[config.mk]
export PLATFORM = sky130hd
export DESIGN_NAME = serial_alu_sequencer
export DESIGN_NICKNAME = d
export VERILOG_FILES = /design/src/rtl/serial_alu_sequencer_pkg.sv /design/src/rtl/serial_alu_sequencer_slice.sv /design/src/rtl/serial_alu_sequencer.sv
export SDC_FILE = /design/constraint.sdc
export NUM_CORES = 1
export LEC_CHECK = 0
export ABC_CLOCK_PERIOD_IN_PS = 3600
export BUFFER_PORTS_ARGS = -buffer_cell sky130_fd_sc_hd__buf_2
export CORE_UTILIZATION = 55
export DETAILED_ROUTE_END_ITERATION = 6
export MAX_ROUTING_LAYER = met4
export PLACE_DENSITY_LB_ADDON = 0.15
export SYNTH_ARGS = -nofsm -noshare
export SYNTH_HDL_FRONTEND = slang
export SYNTH_SLANG_ARGS = --single-unit
[constraint.sdc]
create_clock -name clk -period 3.6 [get_ports clk]
set_input_delay 0.72 -clock clk [delete_from_list [all_inputs] [get_ports clk]]
set_output_delay 0.72 -clock clk [all_outputs]
set_load 0.05 [all_outputs]
[src/rtl/serial_alu_sequencer_pkg.sv]
// Shared definitions for the bit-serial ALU: opcode encodings, FSM state type
// and a small opcode-class helper used by both the sequencer and the 1-bit slice.
package serial_alu_sequencer_pkg;

    localparam int OP_W = 4;

    localparam logic [OP_W-1:0] OP_AND   = 4'd0;
    localparam logic [OP_W-1:0] OP_OR    = 4'd1;
    localparam logic [OP_W-1:0] OP_XOR   = 4'd2;
    localparam logic [OP_W-1:0] OP_NOTA  = 4'd3;
    localparam logic [OP_W-1:0] OP_NOTB  = 4'd4;
    localparam logic [OP_W-1:0] OP_ADD   = 4'd5;
    localparam logic [OP_W-1:0] OP_SUB   = 4'd6;
    localparam logic [OP_W-1:0] OP_PASSA = 4'd7;
    localparam logic [OP_W-1:0] OP_PASSB = 4'd8;

    typedef enum logic [1:0] {
        ST_IDLE = 2'd0,
        ST_RUN  = 2'd1,
        ST_DONE = 2'd2
    } state_t;

    // Only ADD and SUB propagate a carry between bits.
    function automatic logic is_arith(input logic [OP_W-1:0] op);
        return (op == OP_ADD) || (op == OP_SUB);
    endfunction

endpackage

[src/rtl/serial_alu_sequencer_slice.sv]
// Combinational 1-bit ALU slice. SUB is computed as a + ~b + cin, with the
// sequencer seeding cin=1 on the first bit.
module serial_alu_slice
    import serial_alu_sequencer_pkg::*;
(
    input  logic            a,
    input  logic            b,
    input  logic            cin,
    input  logic [OP_W-1:0] sel,
    output logic            r,
    output logic            cout
);

    logic b_eff;

    always_comb begin
        b_eff = (sel == OP_SUB) ? ~b : b;
        r     = 1'b0;
        cout  = 1'b0;
        case (sel)
            OP_AND:   r = a & b;
            OP_OR:    r = a | b;
            OP_XOR:   r = a ^ b;
            OP_NOTA:  r = ~a;
            OP_NOTB:  r = ~b;
            OP_ADD,
            OP_SUB: begin
                r    = a ^ b_eff ^ cin;
                cout = (a & b_eff) | (a & cin) | (b_eff & cin);
            end
            OP_PASSA: r = a;
            OP_PASSB: r = b;
            default: begin
                r    = 1'b0;
                cout = 1'b0;
            end
        endcase
    end

endmodule

[src/rtl/serial_alu_sequencer.sv]
// Bit-serial ALU sequencer: latches operands, feeds the 1-bit slice LSB-first
// once per clock, and assembles the WIDTH-bit result plus carry/zero flags.
module serial_alu_sequencer
    import serial_alu_sequencer_pkg::*;
#(
    parameter int WIDTH = 8,
    parameter int CNT_W = $clog2(WIDTH)
) (
    input  logic             clk,
    input  logic             rst,
    input  logic             start,
    input  logic [WIDTH-1:0] op_a,
    input  logic [WIDTH-1:0] op_b,
    input  logic [OP_W-1:0]  sel,
    output logic             busy,
    output logic             done,
    output logic [WIDTH-1:0] result,
    output logic             carry_out,
    output logic             zero,
    output state_t           fsm_state
);

    // Handshake: start is a request pulse taken only in a cycle where busy=0;
    // busy stays high from the following cycle through the done cycle, and
    // done is a single-cycle strobe after which result/flags hold until the
    // next accepted start.

    state_t           state;
    logic [WIDTH-1:0] a_sh;
    logic [WIDTH-1:0] b_sh;
    logic [WIDTH-1:0] res_sh;
    logic [OP_W-1:0]  op_q;
    logic             carry_q;
    logic [CNT_W-1:0] cnt;

    logic slice_r;
    logic slice_cout;

    serial_alu_slice u_slice (
        .a    (a_sh[0]),
        .b    (b_sh[0]),
        .cin  (carry_q),
        .sel  (op_q),
        .r    (slice_r),
        .cout (slice_cout)
    );

    assign fsm_state = state;

    always_ff @(posedge clk) begin
        if (rst) begin
            state     <= ST_IDLE;
            a_sh      <= '0;
            b_sh      <= '0;
            res_sh    <= '0;
            op_q      <= '0;
            carry_q   <= 1'b0;
            cnt       <= '0;
            busy      <= 1'b0;
            done      <= 1'b0;
            result    <= '0;
            carry_out <= 1'b0;
            zero      <= 1'b0;
        end else begin
            case (state)
                ST_IDLE: begin
                    done <= 1'b0;
                    // busy still high here means this is the done cycle.
                    if (!busy && start) begin
                        a_sh    <= op_a;
                        b_sh    <= op_b;
                        op_q    <= sel;
                        carry_q <= (sel == OP_SUB);
                        cnt     <= '0;
                        busy    <= 1'b1;
                        state   <= ST_RUN;
                    end else begin
                        busy <= 1'b0;
                    end
                end
                ST_RUN: begin
                    res_sh  <= {slice_r, res_sh[WIDTH-1:1]};
                    a_sh    <= a_sh >> 1;
                    b_sh    <= b_sh >> 1;
                    carry_q <= slice_cout;
                    cnt     <= cnt + CNT_W'(1);
                    if (cnt == CNT_W'(WIDTH - 1)) begin
                        state <= ST_DONE;
                    end
                end
                ST_DONE: begin
                    done      <= 1'b1;
                    result    <= res_sh;
                    carry_out <= is_arith(op_q) ? carry_q : 1'b0;
                    zero      <= (res_sh == '0);
                    state     <= ST_IDLE;
                end
                default: begin
                    state <= ST_IDLE;
                    busy  <= 1'b0;
                    done  <= 1'b0;
                end
            endcase
        end
    end

endmodule
# Word level (Yosys, flattened, before mapping)

Cells that the tools add are included.
W data, S select, Z words.

Bits in latches: 0
Memories: 0
Logic and storage cells: 69
Register bits: 46
Bits in writable memories: 0
Input port bits: 23
Memory bits (read-only): 0

Eq/ne operators: 14
Reduce and logical (&&, ||, !) cells: 12
Magnitude comparators: 0
Bitwise logic cells: 12
Divide/modulo/power cells: 0
Multipliers: 0
Shifts and indexed selects: 0
$add $sub $neg: 1
Mux-type cells: 18

Operator list:

| cell                  | count |
|---|---|
| $pmux W8 S2           | 2 |
| $eq A4 B3 Y1 const B  | 5 |
| $mux W8               | 2 |
| $eq A4 B2 Y1 const B  | 2 |
| $logic_not A8 Y1      | 1 |
| $pmux W1 S8           | 1 |
| $pmux W1 S2           | 3 |
| $pmux W3 S2           | 1 |
| $reduce_and A2 Y1     | 3 |
| $mux W1               | 5 |
| $and A1 B1 Y1         | 4 |
| $eq A4 B1 Y1 const B  | 1 |
| $eq A4 B4 Y1 const B  | 1 |
| $logic_not A4 Y1      | 1 |
| $mux W2               | 2 |
| $ne A2 B2 Y1 const B  | 2 |
| $pmux W2 S2           | 1 |
| $reduce_or A2 Y1      | 2 |
| $add A3 B1 Y3 const B | 1 |
| $eq A3 B3 Y1 const B  | 1 |
| $mux W3               | 1 |
| $or A1 B1 Y1          | 3 |
| $xor A1 B1 Y1         | 3 |
| $eq A2 B1 Y1 const B  | 1 |
| 7 further kinds       | 8 |

# Depth between registers and ports, before layout

Depth in word-level cells: 7
Mapped depth: 9

# Hierarchy

A second synthesis with hierarchy kept.

Cells, all modules: 228
Area, all modules: 2199.6 um^2

By module, submodules not included:

| module               | instances | cells an instance | area each (um^2) |
|---|---|---|---|
| serial_alu_sequencer | 1         | 208               | 2019.4 |
| serial_alu_slice     | 1         | 20                | 180.2 |

# Worst setup path before layout

No wires, ideal clock.

Kind: register -> register
From: reg op_q[2]
To: reg res_sh[7]
Cell stages (with the launch flop): 10
Path buffers: 1
Clock period less this slack: 1.958 ns
Arrival time: 1.839 ns
Path slack: 1.642 ns
Library setup time: 0.120 ns
Required time: 3.480 ns
Cells stage by stage: dfxtp_1 clkbuf_1 nand2b_1 nor2_1 xnor2_1 fa_1 mux2i_1 nor3b_1 nor4_1 o31a_1

Longest elaborated chain between the ends: 5

Ends and longest elaborated chain:

| element                     | line                                                               | RTL |
|---|---|---|
| start: declaration          | serial_alu_sequencer.sv:32                                         | `logic [OP_W-1:0] op_q;` |
| start signal: assignment    | serial_alu_sequencer.sv:72                                         | `op_q <= sel;` |
| $eq A4 B3 Y1                | serial_alu_sequencer_slice.sv:17, serial_alu_sequencer_slice.sv:20 |  |
| $mux W1                     | serial_alu_sequencer_slice.sv:17                                   | `b_eff = (sel == OP_SUB) ? ~b : b;` |
| $xor A1 B1 Y1 (2 in series) | serial_alu_sequencer_slice.sv:28                                   | `r = a ^ b_eff ^ cin;` |
| $pmux W1 S8 (*)             | serial_alu_sequencer_slice.sv:20                                   | `case (sel)` |
| end signal: assignment      | serial_alu_sequencer.sv:82                                         | `res_sh <= {slice_r, res_sh[WIDTH-1:1]};` |
| end: declaration            | serial_alu_sequencer.sv:31                                         | `logic [WIDTH-1:0] res_sh;` |

Every way passes the cells marked *; elsewhere a longest branch is shown, timed or not.
A chain may end at the register's enable or synchronous reset.

# Final worst setup path

From: reg state[1], in the netlist fsm_state[1]
To: reg b_sh[6]

Longest elaborated chain between the ends: 3

Ends and longest elaborated chain:

| element                                                             | line                       | RTL |
|---|---|---|
| start: declaration                                                  | serial_alu_sequencer.sv:28 | `state_t state;` |
| start signal: assignment                                            | serial_alu_sequencer.sv:52 | `state <= ST_IDLE;` |
| start signal: assignment                                            | serial_alu_sequencer.sv:76 | `state <= ST_RUN;` |
| start signal: assignment                                            | serial_alu_sequencer.sv:88 | `state <= ST_DONE;` |
| $eq A2 B1 Y1 or $logic_not A2 Y1 (tied branches)                    | serial_alu_sequencer.sv:65 | `case (state)` |
| $reduce_bool A2 Y1 (no source line) or $ne A2 B2 Y1 (tied branches) | n/a                        |  |
| $reduce_and A2 Y1 (no source line)                                  | n/a                        |  |
| end signal: assignment                                              | serial_alu_sequencer.sv:71 | `b_sh <= op_b;` |
| end signal: assignment                                              | serial_alu_sequencer.sv:84 | `b_sh <= b_sh >> 1;` |
| end: declaration                                                    | serial_alu_sequencer.sv:30 | `logic [WIDTH-1:0] b_sh;` |

Parallel ways exist; a longest one is shown, timed or not.

==> impl_metrics.ini <==
[outcome]
run_status = complete, no violations

[worst_setup_path]
reg2reg_setup_slack_ps = 1390
worstPathMaxFanout = 28
critical_path.cell_chain = inv_1 -> ha_1 -> buf_4 -> inv_2 -> o21ai_4 -> nor2_1 -> a211oi_2
cpPeakStageDelay_ps = 640
crit_path_start_kind = flop
worstPathArrival_ps = 2420
worst-setup-path-type = flop to flop
worst_path_max_delay_cell = o21ai_4
endpoint_kind = flop
crit_required_ps = 3810

[cts]
cts.clk_slew.worst_paths_ps = 80
cts.root.buffer_cell = clkbuf_8
tritoncts_clock_tree = yes
cts_inserted_buffers = 5
clock_path_buffers = 2
cts-hold-fix-buffers = 0
clock_latency_ps = 300
clock_sinks = 46
cts_setup_buffers = 0
post_cts_resize_count = 0
htreeDepth = 2

[route]
via_count = 1594
ant_nets = 0
drt_pre_antenna_iters = 4
drt_drc_violations_left = 0
route.detailed.vias_per_inst = 5.39
wirelength_um = 3920
wire_per_inst_um = 13.2
1st_iter_drt_viols = 104

[placed_design]
place_congestion = 0.739
port_bufs = 36
placement.cell_area_sq_um = 2290
placed_cells = 288
place_hpwl_um = 2640

[layout]
antenna_cells = 0
most-common-layout-cells = dfxtp_1 (46), nor2_1 (45), mux2i_1 (36), buf_2 (36), a211oi_1 (11)
layout-drive-gt1-share_pct = 22.2
n_fill_cell = 328
finish.net_count = 278
mostFrequentLayoutCell = dfxtp_1
design_area_sq_um = 2400
areaGrowthSynthToFinish_pct = 12.9
stdcell_count = 296

[floorplanning]
die_area_sq_um = 4110
floorplan.die.width_um = 64.1
initial_utilization_pct = 57.5
design.core.area_sq_um = 3690
floorplan.io_pins = 37
die-height_um = 64.1
floorplan.rows = 22

[global_routing]
first_pass_grt_wire_length_um = 6770
grt_pass1_vias = 1481
grt_max_degree = 47
track_usage_pct = 22.0
grt.overflow.total = 0
grt_antenna_before_repair = 0

[pwr]
power_density_nw_per_um2 = 483
power.static_leakage_nw = 0.963
peakVddDrop_uv = 330

[sta]
final.setup.tns_ps = 0
finalSetupViolations = 0
layout_worst_path_cycle_share_pct = 61.4
finClkSkew_ps = 7.74
max_freq_ghz = 0.452
maxSlewViolCount = 0
rsz0062_at_grt = false
hold_slack_ps = 472
worst-slew-pin-transition_ps = 855
fin_crit_ps = 2210
timing_hold_violations_final = 0
slew_headroom_pct = 43.0

[synthesis]
yosys_warnings = 0
synth_area_sq_um = 2120
seq_cells_post_synth = 46
synth_nets = 248
yosysSeqAreaShare_pct = 43.4
post_synth.cell_area_avg_sq_um = 9.78
synth_cell_types = 35
post_synthesis_instance_total = 217

[run]
max_cap_violations = 0

[min_path]
hold_path.class = flop to flop
## cell usage after synthesis, drive strengths merged
cell	instances	share of area (%)
a22oi	2	0.71
nand3	2	0.47
or2	1	0.29
a32oi	2	0.83
xnor2	2	0.83
ha	7	4.1
nor2b	1	0.29
nor4	5	1.5
o31a	1	0.41
a211oi	17	7.4
o22ai	1	0.29
nand2b	6	1.8
a21oi	7	1.7
o21a	1	0.35
fa	1	0.94
buf	8	2.9
clkbuf	6	1.1
o21ai	2	1.0
and2	1	0.29
mux2	2	1.1
a2111oi	1	0.41
nor3b	1	0.35
mux2i	36	17
inv	7	1.2
dfxtp	46	43
a311oi	1	0.41
nand2	4	0.71
nand3b	1	0.35
nor2	45	8.0
## worst max-delay path: cells and delay by family, from the launching register on
kind,cells,cell delay (ps)
simple gates,1,110
compound gates,2,850
buf+inv,3,670
flops,1,340
fa+ha+maj,1,150
## power breakdown
part           leakage [nW]  switching, mW  internal, mW
Combinational         0.536          0.120        0.0890
Clock                0.0514          0.171         0.207
Sequential            0.376         0.0281         0.543
## logic make-up after synthesis
group / Yosys count / synth area share, %
DFF: 46 / 43.4
xor gates and xnor gates: 2 / 0.826
buffers and inverters: 21 / 5.19
muxes: 38 / 18.0
and+or+nand+nor: 67 / 14.0
adders and majority gates: 8 / 5.07
AOI/OAI and AO/OA: 35 / 13.5
## metrics by stage
stage / util (%) / setup slack [ps] / power (mW)
final: 65.0 / 1390 / 1.16
after global routing: 65.0 / 1150 / 1.22
after CTS: 65.0 / 1390 / 1.17
after detailed placement: 62.0 / 1410 / 0.792
after global placement: 62.0 / 1470 / 0.789
after floorplan: - / 1640 / 0.755
## area by class of cell
type                       instances  area (sq um)  share of cell area (%)
sequential                        46           921                    38.4
inverter                           7          26.3                    1.10
timing repair buffer              37           188                    7.83
multi-input combinational        150          1090                    45.5
tap                               48          60.1                    2.51
clock inverter                     2          37.5                    1.57
clock buffer                       6          72.6                    3.03
## flip-flops by register name (all words and copies together), names as in the netlist
name and flops:
res_sh 8, result 8, b_sh 8, op_q 4, carry_q 1, zero 1
done 1, busy 1, fsm_state 2, carry_out 1, cnt 3, a_sh 8
## final timing paths
path,from,end,cells past startpoint
worst max-delay path,fsm_state[1],b_sh[6],7
worst min-delay path,zero,zero,2
worst max register to register,fsm_state[1],b_sh[6],7
worst min register to register,zero,zero,2
## metal layers
metal  global-route usage, %  up-vias  wire length [um]
li1                        -      829                 -
met1                    28.8      731              2040
met2                    32.8       30              1680
met3                    5.54        4               145
met4                    7.78        0                51
met5                       -        -                 0
No activity file was read; power rests on OpenSTA's default activity.
